===== src/rtl/fetch_ctrl.sv =====
// fetch_ctrl: instruction-fetch controller sitting after the PC register.
// It issues one instruction-memory request at a time and steers the PC
// register: sequential PC+4 on each accepted fetch, or the redirect target
// from execute. A one-entry skid buffer absorbs a response that arrives
// while decode is stalled. A redirect squashes everything in flight.
module fetch_ctrl #(
  parameter int LENGTH = 32,
  parameter int ILEN   = 32
) (
  input  logic              clk,
  input  logic              reset,
  // PC register interface
  input  logic [LENGTH-1:0] pc_q,
  output logic              pc_wr,
  output logic              pc_sel,
  output logic [LENGTH-1:0] pc_target,
  // redirect from execute
  input  logic              redir_valid,
  input  logic [LENGTH-1:0] redir_addr,
  // instruction memory request / response
  output logic              imem_req_valid,
  output logic [LENGTH-1:0] imem_req_addr,
  input  logic              imem_req_ready,
  input  logic              imem_rsp_valid,
  input  logic [ILEN-1:0]   imem_rsp_data,
  // decode interface
  output logic              dec_valid,
  output logic [ILEN-1:0]   dec_instr,
  output logic [LENGTH-1:0] dec_pc,
  input  logic              dec_ready
);

  typedef enum logic [2:0] {
    ST_START = 3'd0,
    ST_REQ   = 3'd1,
    ST_WAIT  = 3'd2,
    ST_HOLD  = 3'd3,
    ST_DRAIN = 3'd4
  } state_e;

  state_e            state_q, state_d;

  // decode output register
  logic              dec_valid_q, dec_valid_d;
  logic [ILEN-1:0]   dec_instr_q, dec_instr_d;
  logic [LENGTH-1:0] dec_pc_q,    dec_pc_d;

  // one-entry skid buffer
  logic              skid_valid_q, skid_valid_d;
  logic [ILEN-1:0]   skid_instr_q, skid_instr_d;
  logic [LENGTH-1:0] skid_pc_q,    skid_pc_d;

  // PC of the request currently outstanding at memory
  logic [LENGTH-1:0] req_pc_q, req_pc_d;

  // decode handshake and control qualifiers
  logic out_free_s;
  logic redir_act_s;
  logic req_valid_s;
  logic req_fire_s;
  logic rsp_in_wait_s;

  // Qualifiers shared by the FSM, the outputs and the datapath.
  always_comb begin
    // the output register can take a new entry this cycle
    out_free_s    = !dec_valid_q || dec_ready;
    // redirects are honoured only once fetch is running, never under reset
    redir_act_s   = !reset && redir_valid && (state_q != ST_START);
    // a request is offered only from REQ, with room downstream, and not
    // while a redirect is changing the PC underneath it
    req_valid_s   = !reset && (state_q == ST_REQ) && out_free_s && !redir_act_s;
    req_fire_s    = req_valid_s && imem_req_ready;
    rsp_in_wait_s = (state_q == ST_WAIT) && imem_rsp_valid && !redir_act_s;
  end

  // FSM state register.
  always_ff @(posedge clk) begin
    if (reset) begin
      state_q <= ST_START;
    end else begin
      state_q <= state_d;
    end
  end

  // FSM next-state logic; a redirect outranks every other event.
  always_comb begin
    state_d = state_q;
    case (state_q)
      ST_START: begin
        state_d = ST_REQ;
      end
      ST_REQ: begin
        if (redir_act_s) begin
          state_d = ST_REQ;
        end else if (req_fire_s) begin
          state_d = ST_WAIT;
        end else begin
          state_d = ST_REQ;
        end
      end
      ST_WAIT: begin
        if (redir_act_s) begin
          // a response arriving with the redirect is dropped on the spot;
          // otherwise it is still owed and must be drained
          state_d = imem_rsp_valid ? ST_REQ : ST_DRAIN;
        end else if (imem_rsp_valid) begin
          state_d = out_free_s ? ST_REQ : ST_HOLD;
        end else begin
          state_d = ST_WAIT;
        end
      end
      ST_HOLD: begin
        if (redir_act_s || dec_ready) begin
          state_d = ST_REQ;
        end else begin
          state_d = ST_HOLD;
        end
      end
      ST_DRAIN: begin
        if (redir_act_s) begin
          state_d = ST_DRAIN;
        end else if (imem_rsp_valid) begin
          state_d = ST_REQ;
        end else begin
          state_d = ST_DRAIN;
        end
      end
      default: begin
        state_d = ST_START;
      end
    endcase
  end

  // FSM outputs: memory request and PC register control, all zero in reset.
  always_comb begin
    imem_req_valid = req_valid_s;
    if (reset) begin
      imem_req_addr = {LENGTH{1'b0}};
    end else begin
      imem_req_addr = pc_q;
    end
    pc_wr  = redir_act_s || req_fire_s;
    pc_sel = redir_act_s;
    if (redir_act_s) begin
      pc_target = redir_addr;
    end else begin
      pc_target = {LENGTH{1'b0}};
    end
  end

  // Next values of the decode register, skid entry and request PC.
  always_comb begin
    dec_valid_d  = dec_valid_q;
    dec_instr_d  = dec_instr_q;
    dec_pc_d     = dec_pc_q;
    skid_valid_d = skid_valid_q;
    skid_instr_d = skid_instr_q;
    skid_pc_d    = skid_pc_q;
    req_pc_d     = req_pc_q;

    if (redir_act_s) begin
      // squash: nothing fetched on the old path may reach decode, and the
      // decode handshake seen this cycle does not count
      dec_valid_d  = 1'b0;
      skid_valid_d = 1'b0;
    end else begin
      if (dec_valid_q && dec_ready) begin
        dec_valid_d = 1'b0;
      end else begin
        dec_valid_d = dec_valid_q;
      end

      if (rsp_in_wait_s) begin
        if (out_free_s) begin
          dec_valid_d = 1'b1;
          dec_instr_d = imem_rsp_data;
          dec_pc_d    = req_pc_q;
        end else begin
          skid_valid_d = 1'b1;
          skid_instr_d = imem_rsp_data;
          skid_pc_d    = req_pc_q;
        end
      end else if ((state_q == ST_HOLD) && dec_ready) begin
        // decode takes the held entry; the skid refills the output slot
        dec_valid_d  = 1'b1;
        dec_instr_d  = skid_instr_q;
        dec_pc_d     = skid_pc_q;
        skid_valid_d = 1'b0;
      end else begin
        skid_valid_d = skid_valid_q;
      end
    end

    if (req_fire_s) begin
      req_pc_d = pc_q;
    end else begin
      req_pc_d = req_pc_q;
    end
  end

  // Datapath registers, all cleared by reset.
  always_ff @(posedge clk) begin
    if (reset) begin
      dec_valid_q  <= 1'b0;
      dec_instr_q  <= {ILEN{1'b0}};
      dec_pc_q     <= {LENGTH{1'b0}};
      skid_valid_q <= 1'b0;
      skid_instr_q <= {ILEN{1'b0}};
      skid_pc_q    <= {LENGTH{1'b0}};
      req_pc_q     <= {LENGTH{1'b0}};
    end else begin
      dec_valid_q  <= dec_valid_d;
      dec_instr_q  <= dec_instr_d;
      dec_pc_q     <= dec_pc_d;
      skid_valid_q <= skid_valid_d;
      skid_instr_q <= skid_instr_d;
      skid_pc_q    <= skid_pc_d;
      req_pc_q     <= req_pc_d;
    end
  end

  // Decode outputs come straight from the output register.
  always_comb begin
    dec_valid = dec_valid_q;
    dec_instr = dec_instr_q;
    dec_pc    = dec_pc_q;
  end

endmodule


===== config.mk =====
export PLATFORM = sky130hd
export DESIGN_NAME = fetch_ctrl
export DESIGN_NICKNAME = d
export VERILOG_FILES = /design/src/rtl/fetch_ctrl.sv
export SDC_FILE = /design/constraint.sdc
export NUM_CORES = 1
export LEC_CHECK = 0
export ABC_AREA = 1
export BUFFER_PORTS_ARGS = -buffer_cell sky130_fd_sc_hd__buf_2
export CORE_MARGIN = 4
export CORE_UTILIZATION = 45
export CTS_CLUSTER_SIZE = 16
export DETAILED_ROUTE_END_ITERATION = 7
export PLACE_DENSITY = 0.77
export SETUP_SLACK_MARGIN = 0.4
export SYNTH_ARGS = -nofsm -noshare
export SYNTH_HDL_FRONTEND = slang
export SYNTH_SLANG_ARGS = --single-unit

===== constraint.sdc =====
create_clock -name clk -period 2.2 [get_ports clk]
set_clock_uncertainty 0.2 [all_clocks]
set_input_delay 0.33 -clock clk [delete_from_list [all_inputs] [get_ports clk]]
set_output_delay 0.33 -clock clk [all_outputs]
set_load 0.01 [all_outputs]

==> results of run 1 <==
[final cells by class]
cell class	instances	area, µm²	share of cell area
Inverter	234	893	0.0743
Sequential cell	164	3290	0.274
Clock inverter	12	129	0.0107
Antenna cell	2	5.00	0.000416
Tap cell	225	282	0.0234
Clock buffer	20	457	0.0380
Multi-Input combinational cell	804	3900	0.325
Timing Repair Buffer	363	3060	0.255
[where the power goes]
group | internal, W | switching [W] | total (W)
logic | 0.000454 | 0.000545 | 0.000998
registers | 0.00304 | 0.0000567 | 0.00310
clock network | 0.00173 | 0.00124 | 0.00297
total | 0.00523 | 0.00184 | 0.00707
[worst min-delay path, cell delays in order]
cell and delay (ns):
buf_2 0.09, o21ai_1 0.06, a21oi_1 0.10
[synth_stat cells]
cell type	count
a21oi_1	67
nand3_2	1
nor2_2	1
buf_2	34
buf_6	7
dfxtp_1	164
nor3_1	3
o22ai_1	1
clkbuf_1	33
nor4_1	1
inv_2	4
nor2_1	263
nand3_1	70
o21ai_0	65
and2_0	1
buf_4	7
nand4_1	1
nand2_1	328
inv_1	230
nand2_2	1
[registers in the layout (all words and copies together) (netlist names)]
signal        count
state_q           3
skid_pc_q        32
skid_instr_q     32
dec_instr        32
dec_pc           32
dec_valid         1
req_pc_q         32
[path summary, 6_finish.rpt]
path | start | endpoint | slack [ns] | cells past startpoint
max reg2reg | state_q[2]$_SDFF_PP0_ | skid_instr_q[10]$_SDFFE_PP0P_ | 0.08 | 12
min | imem_rsp_data[25] | skid_instr_q[25]$_SDFFE_PP0P_ | -0.002 | 3
min reg2reg | skid_instr_q[21]$_SDFFE_PP0P_ | skid_instr_q[21]$_SDFFE_PP0P_ | 0.24 | 2
max | state_q[2]$_SDFF_PP0_ | skid_instr_q[10]$_SDFFE_PP0P_ | 0.08 | 12
[cells by family after synthesis]
group	share of synthesized area
buffers and inverters	0.165
and+or+nand+nor	0.333
AOI/OAI and AO/OA	0.0846
DFF	0.417
[routing by layer]
layer  track usage  up-vias
met5             0        -
met4        0.0745        0
met3        0.0410       43
met2         0.386      377
met1         0.293     3917
li1              -     4397
[cell usage in the layout (no fill, tap or decap), types with 22 or more instances in the layout]
| cell type | count |
|---|---|
| o21ai_2 | 25 |
| nor2_1 | 236 |
| dlygate4sd3_1 | 37 |
| inv_1 | 228 |
| buf_2 | 230 |
| a21oi_1 | 56 |
| dfxtp_1 | 161 |
| nand3_1 | 66 |
| buf_4 | 28 |
| nand2_2 | 22 |
| clkbuf_16 | 33 |
| o21ai_1 | 23 |
| nand2_1 | 291 |
[timing repair]
action | 4_1_cts | 5_1_grt
endpoints found under the hold margin | 34 | 3
setup endpoints to repair | 111 | 212
hold buffers | 34 | 3
setup buffers | 24 | 13
gates resized for setup | 54 | 207
pin swaps | 7 | 37
cloned | 6 | 25
[stage by stage]
stage | setup slack [ns] | hold WS, ns
floorplan | 0.393 | 0.224
global placement | 0.160 | 0.229
detailed placement | 0.117 | 0.234
CTS | 0.148 | 0.000452
global route | 0.0154 | -0.00122
finish | 0.0765 | -0.00247
==> results by group, run 1 <==
Synthesis
  – Synthesized area: 7880 µm²
  – Warnings, synthesis: 0
  – Top cell type's share of synthesized area: 0.417
  – Sequential fraction of the synthesis area: 0.417
  – Yosys reg bits: 164
  – Syn avg cell area: 6.15 µm²
  – Area leader, netlist: dfxtp_1
  – Synth unique cells: 20
  – Ranking of synthesized cells by area: dfxtp_1 42%, nand2_1 16%, nor2_1 13%
  – Gate Count Post-Synth: 1282
  – Syn nets: 1384

Timing
  – Max Transition Viols Final: 0
  – Setup tns final: 0 ns
  – Setup Viol. Count Final: 0
  – Post-layout min period: 2.12 ns
  – Hold_ws: -0.00247 ns
  – Worst Tran Pin Value: 0.393 ns
  – Final Hold Vio Count: 3
  – Final worst-path cycle share: 0.965
  – Unrepaired setup endpoints after global routing: yes
  – Fmax: 0.471 GHz
  – Max-slew headroom: 0.738

Setup path
  – Crit-path max FO: 8
  – Slowest stage delay, CP: 0.35 ns
  – Slowest stage cell, crit path: dfxtp_2
  – CP endpoint kind: register
  – Setup CP Type: register to register
  – Arr. time, crit path: 2.26 ns
  – Top cell by count, worst path: buf_6
  – Required @ worst endpoint: 2.34 ns
  – Crit path buf inv count: 7
  – CP Cell Sequence: clkinv_4 -> nand3_4 -> nand2_8 -> buf_6 -> buf_6 -> buf_6 -> buf_6 -> nand3_4 -> buf_12 -> clkbuf_16 -> o21ai_1 -> a21oi_1
  – Kind of start point of the critical path: register
  – Largest delay share family, worst path: buffers and inverters

Floorplanning
  – Chip Width: 140 µm
  – Total core area: 17200 µm²
  – Initial Util: 0.457
  – Io pins: 234
  – Die area: 19700 µm²
  – Rows: 48
  – Die H: 140 µm

Final layout
  – Area growth from synthesis to layout: 52.5%
  – Post-Layout Cell Count: 1824
  – Fin area: 12000 µm²
  – Fillers: 1323
  – Fin util: 0.697
  – Share of layout cells above drive strength 1: 0.302
  – Fin nets: 1686

Clocking
  – Clk sink count: 164
  – Clock Tree Buf Depth: 2
  – Clock transition at the registers of the reported paths: 0.06 ns
  – CTS tree: built
  – H-tree levels: 4
  – Clk root buf: clkbuf_16
  – Worst skew pair latency: 0.42 ns
  – Num CTS Buffers: 17

Detailed routing
  – Max layer used: met4
  – Routed len/inst: 15.2 µm
  – Via Count: 8734
  – Post-route ant nets: 0
  – 1st-pass router iterations: 5
  – DRC Markers: 0
  – Metal-1 WL: 11700 µm
  – WL met2: 13600 µm
  – Routed wire length: 27800 µm
  – WL met3: 1850 µm
  – Vias/cell: 4.79
  – Initial drt markers: 744

Status
  – Failing checks: negative hold slack
  – Status: finished with violations

Power
  – Maximum vdd drop: 522 µV
  – Pleak: 6.49 nW
  – PwrDens: 588 nW/µm²
  – Tot Pwr: 0.00707 W

Flow run
  – Max-Cap Viols: 0

Global route
  – Antenna violations before repair: 2
  – Largest net degree at the start of global routing: 71
  – Remaining Overflow, GRT: 0
  – Number of global-route vias before repair: 7298
  – All-Layer GR Usage: 0.228
  – First-pass GRT wire length: 36600 µm

Place
  – Placed cell count: 1685
  – Port Buffer Count: 233
  – Post-detail-place hpwl: 14100 µm
  – Area after DPL: 9250 µm²
  – Placer's final routability congestion estimate: 0.785

Hold path
  – Hold/Removal Path Class: input port to register
(Power assumes the default switching activity.)
==> inputs of run 2 (changes only) <==
--- a/config.mk
+++ b/config.mk
@@ -5,13 +5,13 @@
 export SDC_FILE = /design/constraint.sdc
 export NUM_CORES = 1
 export LEC_CHECK = 0
-export ABC_AREA = 1
 export BUFFER_PORTS_ARGS = -buffer_cell sky130_fd_sc_hd__buf_2
 export CORE_MARGIN = 4
 export CORE_UTILIZATION = 45
 export CTS_CLUSTER_SIZE = 16
 export DETAILED_ROUTE_END_ITERATION = 7
-export PLACE_DENSITY = 0.77
+export PLACE_DENSITY = 0.78
+export RECOVER_POWER = 100
 export SETUP_SLACK_MARGIN = 0.4
 export SYNTH_ARGS = -nofsm -noshare
 export SYNTH_HDL_FRONTEND = slang
==> run 2 against run 1 <==
Net effect: critical endpoint is now pc_target[4]; clock power about the same; critical path depth down 6; combinational power down 29%; via count down 19%; hold slack better by 0.10 ns; worst setup slack better by 0.0069 ns; synthesized area down 5.0%; first-iteration DRC count down 43%; core utilization down 8.9 points; sequential share of layout area up 6.2 points; largest cell class unchanged; the flow now finishes without violations.
==> results by group, run 2 <==
Status
  – Status: completed

Place
  – Post-Place Worst Slack: 0.157 ns
  – Placer's final routability congestion estimate: 0.793
  – Placed cell count: 1307
  – Post-detail-place hpwl: 13300 µm
  – Port Buffer Count: 233

Synthesis
  – Ranking of synthesized cells by area: dfxtp_1 44%, a211oi_2 10%, nand2_1 9.7%
  – Count leader, synth: nand2_1
  – Post-synth top cells: 193 x nand2_1, 164 x dfxtp_1, 133 x nor2_1
  – EDFF count, synth: 0
  – Warnings, synthesis: 0
  – Commonest register cell after synthesis: dfxtp_1
  – Top cell type's share of synthesized area: 0.439
  – Synth unique cells: 30
  – Gate Count Post-Synth: 915
  – Syn nets: 1017
  – Syn avg cell area: 8.18 µm²
  – Yosys reg bits: 164
  – Synthesized area: 7490 µm²
  – Sequential fraction of the synthesis area: 0.439
  – Area leader, netlist: dfxtp_1
  – Post-synth ARST share: 0

Hold path
  – Hold/Removal Path Class: input port to register
  – HP Start: pc_q[12]
  – Min-Delay Path Depth: 3
  – WHS Endpoint: req_pc_q[12]$_SDFFE_PP0P_

Flow run
  – Max-Cap Viols: 0

Detailed routing
  – Vias/cell: 5.07
  – 1st-pass router iterations: 5
  – Via Count: 7073
  – DRC Markers: 0
  – Post-route ant nets: 0
  – Initial drt markers: 422
  – Routed len/inst: 15.9 µm
  – Routed wire length: 22200 µm

Timing
  – Max-slew headroom: 0.493
  – Fmax: 0.472 GHz
  – Setup Viol. Count Final: 0
  – Setup tns final: 0 ns
  – Post-layout min period: 2.12 ns
  – Worst Tran Pin Value: 0.760 ns
  – Unrepaired setup endpoints after global routing: yes
  – Final worst-path cycle share: 0.962
  – Max Transition Viols Final: 0
  – PnR worst setup slack: 0.0834 ns
  – Final Hold Vio Count: 0

Final layout
  – Fin util: 0.608
  – Post-Layout Cell Count: 1396
  – Antenna cell count: 0
  – Most common cell after layout, fill and taps aside: nand2_1
  – Leading cell types in the layout, fill and taps excluded: 192 x nand2_1, 161 x dfxtp_1, 132 x nor2_1
  – Area growth from synthesis to layout: 30.8%
  – Share of layout cells above drive strength 1: 0.235
  – Fin nets: 1269
  – Fillers: 1463

Setup path
  – CP Cell Sequence: nor2_4 -> a21boi_4 -> buf_12 -> clkbuf_16 -> and2_4 -> buf_6
  – Slowest stage cell, crit path: dfxtp_4
  – Slowest stage delay, CP: 0.38 ns
  – Crit-path max FO: 8
  – Setup CP Type: register to output port
  – Worst r2r dst: req_pc_q[24]$_SDFFE_PP0P_
  – Worst reg2reg setup slack: 0.10 ns
  – CP endpoint kind: output port
  – R2R Path Start: state_q[1]$_SDFF_PP0_
  – Required @ worst endpoint: 1.67 ns
  – Worst r2r path cells: 8
  – Arr. time, crit path: 1.59 ns
  – Kind of start point of the critical path: register

Clocking
  – Worst skew pair latency: 0.42 ns
  – Num CTS Buffers: 17
  – Clock transition at the registers of the reported paths: 0.07 ns
  – Clk sink count: 164
  – Clock Tree Buf Depth: 2
  – CTS tree: built
  – H-tree levels: 4
  – Clk root buf: clkbuf_16

Global route
  – Number of global-route vias before repair: 6789
  – Remaining Overflow, GRT: 0
  – Antenna violations before repair: 0
  – First-pass GRT wire length: 34100 µm
  – Largest net degree at the start of global routing: 104
  – All-Layer GR Usage: 0.228

Floorplanning
  – Rows: 46
  – Die H: 137 µm
  – Die area: 18800 µm²
  – Initial Util: 0.465
  – Io pins: 234
  – Total core area: 16100 µm²
  – Chip Width: 137 µm

Power
  – Maximum vdd drop: 505 µV
  – Pleak: 3.72 nW
  – PwrDens: 682 nW/µm²
run 2: cell count changes after synthesis, sizes merged, moves of 13 or more:
cell and delta:
nor2b +65, nor2 -131, a211oi +66, mux2 +32, inv -231, nand3 -71
clkbuf +13, nand2 -136, and2 +31, buf -16
run 2: report_power, final:
part | internal (W) | total [W] | switching [W]
logic | 0.000309 | 0.000710 | 0.000401
clock network | 0.00168 | 0.00295 | 0.00127
registers | 0.00300 | 0.00302 | 0.0000216
run 2: how the worst max path moves through the flow:
stage,endpoint,cells past startpoint,startpoint,slack [ns]
floorplan,dec_pc[10]$_SDFFE_PP0P_,6,state_q[0]$_SDFF_PP0_,0.32
global placement,pc_target[6],6,reset,0.18
detailed placement,req_pc_q[30]$_SDFFE_PP0P_,5,state_q[0]$_SDFF_PP0_,0.16
CTS,pc_target[3],5,state_q[2]$_SDFF_PP0_,0.08
global route,pc_target[16],6,state_q[2]$_SDFF_PP0_,0.02
finish,pc_target[4],6,state_q[1]$_SDFF_PP0_,0.08
run 2: final cells by class:
type	count	area (µm²)	share of cell area
Sequential cell	164	3290	0.336
Clock inverter	15	156	0.0160
Clock buffer	17	425	0.0434
Tap cell	216	270	0.0276
Multi-Input combinational cell	670	3700	0.378
Inverter	3	13.8	0.00141
Timing Repair Buffer	311	1930	0.197
run 2: through the flow:
| stage | area, µm² | total power, W | hold WS (ns) |
|---|---|---|---|
| final | 9790 | 0.00668 | 0.101 |
| after global placement | 8850 | 0.00374 | 0.238 |
| after CTS | 10100 | 0.00677 | 0.0810 |
| after floorplan | 7610 | 0.00349 | 0.233 |
| after detailed placement | 8850 | 0.00375 | 0.244 |
| after global routing | 9790 | 0.00693 | 0.104 |
run 2: logic make-up after synthesis:
logic type,count (synthesis),synth area share
buf+inv,81,0.0528
compound gates,201,0.199
mux,32,0.0481
flops,164,0.439
simple gates,437,0.261
run 2: per-layer routing:
layer  wire length [µm]  vias to the layer above  global-route usage  share of wire
met1               9060                     3257               0.272           0.41
met5                  0                        -                   0              0
met4                442                        0              0.0820          0.020
met3               1360                       32              0.0408          0.061
li1                   -                     3522                   -              -
met2              11400                      262               0.409           0.51
run 2: critical path, delay by kind of cell, from the launching register on:
kind            cells  cell delay [ns]
compound gates      1             0.22
flops               1             0.38
simple gates        2             0.19
buf+inv             3             0.38
run 2: timing repair:
action / CTS / global route
cloned: 6 / 5
resized for setup: 27 / 30
setup endpoints to repair: 209 / 214
setup buffers: 10 / 4
hold buffers: 32 / 0
pin swaps: 4 / 10
hold endpoints to repair: 32 / 0
==> inputs of run 3 (changes only) <==
--- a/config.mk
+++ b/config.mk
@@ -8,6 +8,7 @@
 export BUFFER_PORTS_ARGS = -buffer_cell sky130_fd_sc_hd__buf_2
 export CORE_MARGIN = 4
 export CORE_UTILIZATION = 45
+export CTS_BUF_LIST = sky130_fd_sc_hd__clkbuf_4
 export CTS_CLUSTER_SIZE = 16
 export DETAILED_ROUTE_END_ITERATION = 7
 export PLACE_DENSITY = 0.78
==> run 3 against run 2 <==
Net effect: the flow now finishes with violations (negative setup slack); clock-buffer cell count stayed put; core utilization increased by 10 points; combinational power rose by 23%; worst setup slack lost 0.15 ns; global-route usage up 0.21 points; sequential share of layout area is 4.9 points lower; cell area up 17%; sequential power is essentially flat; via count up 8.6%; hold slack lost 0.073 ns; highest routed layer unchanged.
==> results by group, run 3 (same netlist as run 2, synthesis figures left out) <==
Global route
  – M1 GR Usage: 0.280
  – First-pass GRT wire length: 34400 µm
  – Antenna violations before repair: 2
  – Number of global-route vias before repair: 6911
  – All-Layer GR Usage: 0.230
  – Layer with the highest usage: met2
  – Remaining Overflow, GRT: 0
  – Largest net degree at the start of global routing: 104
  – Met3 usage: 0.0371
  – Met2 GRT Util: 0.409

Place
  – Placer's final routability congestion estimate: 0.793
  – Post-detail-place hpwl: 13300 µm
  – Area after DPL: 8850 µm²
  – Port Buffer Count: 233

Flow run
  – Max-Cap Viols: 0

Final layout
  – Fin util: 0.710
  – Most common cell after layout, fill and taps aside: buf_2
  – Fin nets: 1320
  – Leading cell types in the layout, fill and taps excluded: 226 x buf_2, 170 x nand2_1, 161 x dfxtp_1
  – Fin area: 11400 µm²
  – Share of layout cells above drive strength 1: 0.445
  – Fillers: 1173
  – Area growth from synthesis to layout: 52.8%

Clocking
  – Clk sink count: 164
  – Num CTS Buffers: 17
  – Clock transition at the registers of the reported paths: 0.13 ns
  – Worst skew pair latency: 0.59 ns
  – H-tree levels: 4
  – Clk root buf: clkbuf_4
  – Clock Tree Buf Depth: 2
  – CTS tree: built

Setup path
  – CP startpoint: state_q[2]$_SDFF_PP0_
  – Worst reg2reg setup slack: 0.04 ns
  – Arr. time, crit path: 1.73 ns
  – Kind of start point of the critical path: register
  – Setup CP Type: register to output port
  – CP endpoint kind: output port
  – Worst r2r path cells: 9
  – Worst r2r dst: dec_pc[15]$_SDFFE_PP0P_
  – Crit-path max FO: 4
  – Required @ worst endpoint: 1.67 ns
  – R2R Path Start: state_q[0]$_SDFF_PP0_
  – Critical path destination: pc_wr

Hold path
  – Hold/Removal Path Class: input port to register

Detailed routing
  – Via Count: 7678
  – 1st-pass router iterations: 5
  – Post-route ant nets: 0
  – Routed wire length: 26200 µm
  – Initial drt markers: 535
  – Vias/cell: 5.30
  – DRC Markers: 0
  – Routed len/inst: 18.1 µm

Floorplanning
  – Chip Width: 137 µm
  – Rows: 46
  – Total core area: 16100 µm²
  – Die H: 137 µm
  – Initial Util: 0.465
  – Io pins: 234
  – Die area: 18800 µm²

Status
  – Status: finished with violations
  – Failing checks: negative setup slack

Timing
  – Final worst-path cycle share: 1.03
  – Setup Viol. Count Final: 8
  – Max Transition Viols Final: 0
  – Setup tns final: -0.135 ns
  – Max-slew headroom: 0.490
  – Fmax: 0.442 GHz
  – Worst Tran Pin Value: 0.765 ns
  – Unrepaired setup endpoints after global routing: yes
  – Final Hold Vio Count: 0
  – Post-layout min period: 2.26 ns
  – PnR worst setup slack: -0.0624 ns

Power
  – Tot Pwr: 0.00574 W
  – Pleak: 4.81 nW
  – PwrDens: 501 nW/µm²
  – Maximum vdd drop: 307 µV
==> run 3: cell count changes in the layout (fill, tap and decap cells not counted), moves of 22 or more <==
cell	before	now
a211oi_1	47	1
a211oi_2	19	65
buf_2	111	226
clkbuf_1	111	0
dlygate4sd3_1	32	60
nand2_1	192	170
nor2_1	132	87
nor2_4	1	41
==> run 3: worst min path at each step <==
stage               slack (ns)                     startpoint  cells after the start                            end
floorplan                 0.23   skid_instr_q[0]$_SDFFE_PP0P_                      2   skid_instr_q[0]$_SDFFE_PP0P_
global placement          0.24  skid_instr_q[31]$_SDFFE_PP0P_                      2  skid_instr_q[31]$_SDFFE_PP0P_
detailed placement        0.24  skid_instr_q[31]$_SDFFE_PP0P_                      2  skid_instr_q[31]$_SDFFE_PP0P_
CTS                      0.004                        pc_q[1]                      3       req_pc_q[1]$_SDFFE_PP0P_
global route              0.03                        pc_q[1]                      3       req_pc_q[1]$_SDFFE_PP0P_
finish                    0.03                        pc_q[1]                      3       req_pc_q[1]$_SDFFE_PP0P_
==> run 3: what timing repair did <==
| item | CTS | global route |
|---|---|---|
| hold buffers | 63 | 1 |
| endpoints found under the hold margin | 93 | 1 |
| buffers inserted | 7 | 12 |
| gates resized for setup | 48 | 208 |
| pin swaps | 3 | 24 |
| gates cloned | 4 | 22 |
| setup endpoints to repair | 209 | 213 |
==> run 3: worst max-delay path, cell delays in order (launching register included) <==
cell and delay, ns:
dfxtp_2 0.37, nor4b_2 0.29, and3_4 0.28, nand2_8 0.06
nand2b_4 0.06, buf_6 0.09
==> run 3: power breakdown <==
part           switching, W  internal, W  leakage, nW
clock               0.00115     0.000680        0.141
sequential        0.0000275      0.00300         1.32
combinational      0.000463     0.000410         3.35
==> run 3: per-layer routing <==
metal	up-vias	share of wire	wire length (µm)
met4	0	0.028	745
li1	3647	-	-
met5	-	0	0
met2	372	0.50	13100
met3	59	0.069	1820
met1	3600	0.40	10500
==> run 3: final cells by class <==
cell class | count | area (µm²) | area share
timing repair buffer | 362 | 2980 | 0.261
inverter | 3 | 11.3 | 0.000984
clock inverter | 15 | 156 | 0.0137
clock buffer | 17 | 128 | 0.0112
tap | 216 | 270 | 0.0236
multi-input combinational | 670 | 4600 | 0.402
sequential | 164 | 3290 | 0.288
antenna | 2 | 5.00 | 0.000437
==> run 3: stage by stage <==
| stage | hold slack [ns] | setup slack, ns | cells |
|---|---|---|---|
| floorplan | 0.233 | 0.315 | 915 |
| global placement | 0.238 | 0.183 | 1307 |
| detailed placement | 0.244 | 0.157 | 1307 |
| CTS | 0.00354 | -0.0757 | 1413 |
| global route | 0.0263 | -0.137 | 1449 |
| finish | 0.0279 | -0.0624 | 1449 |
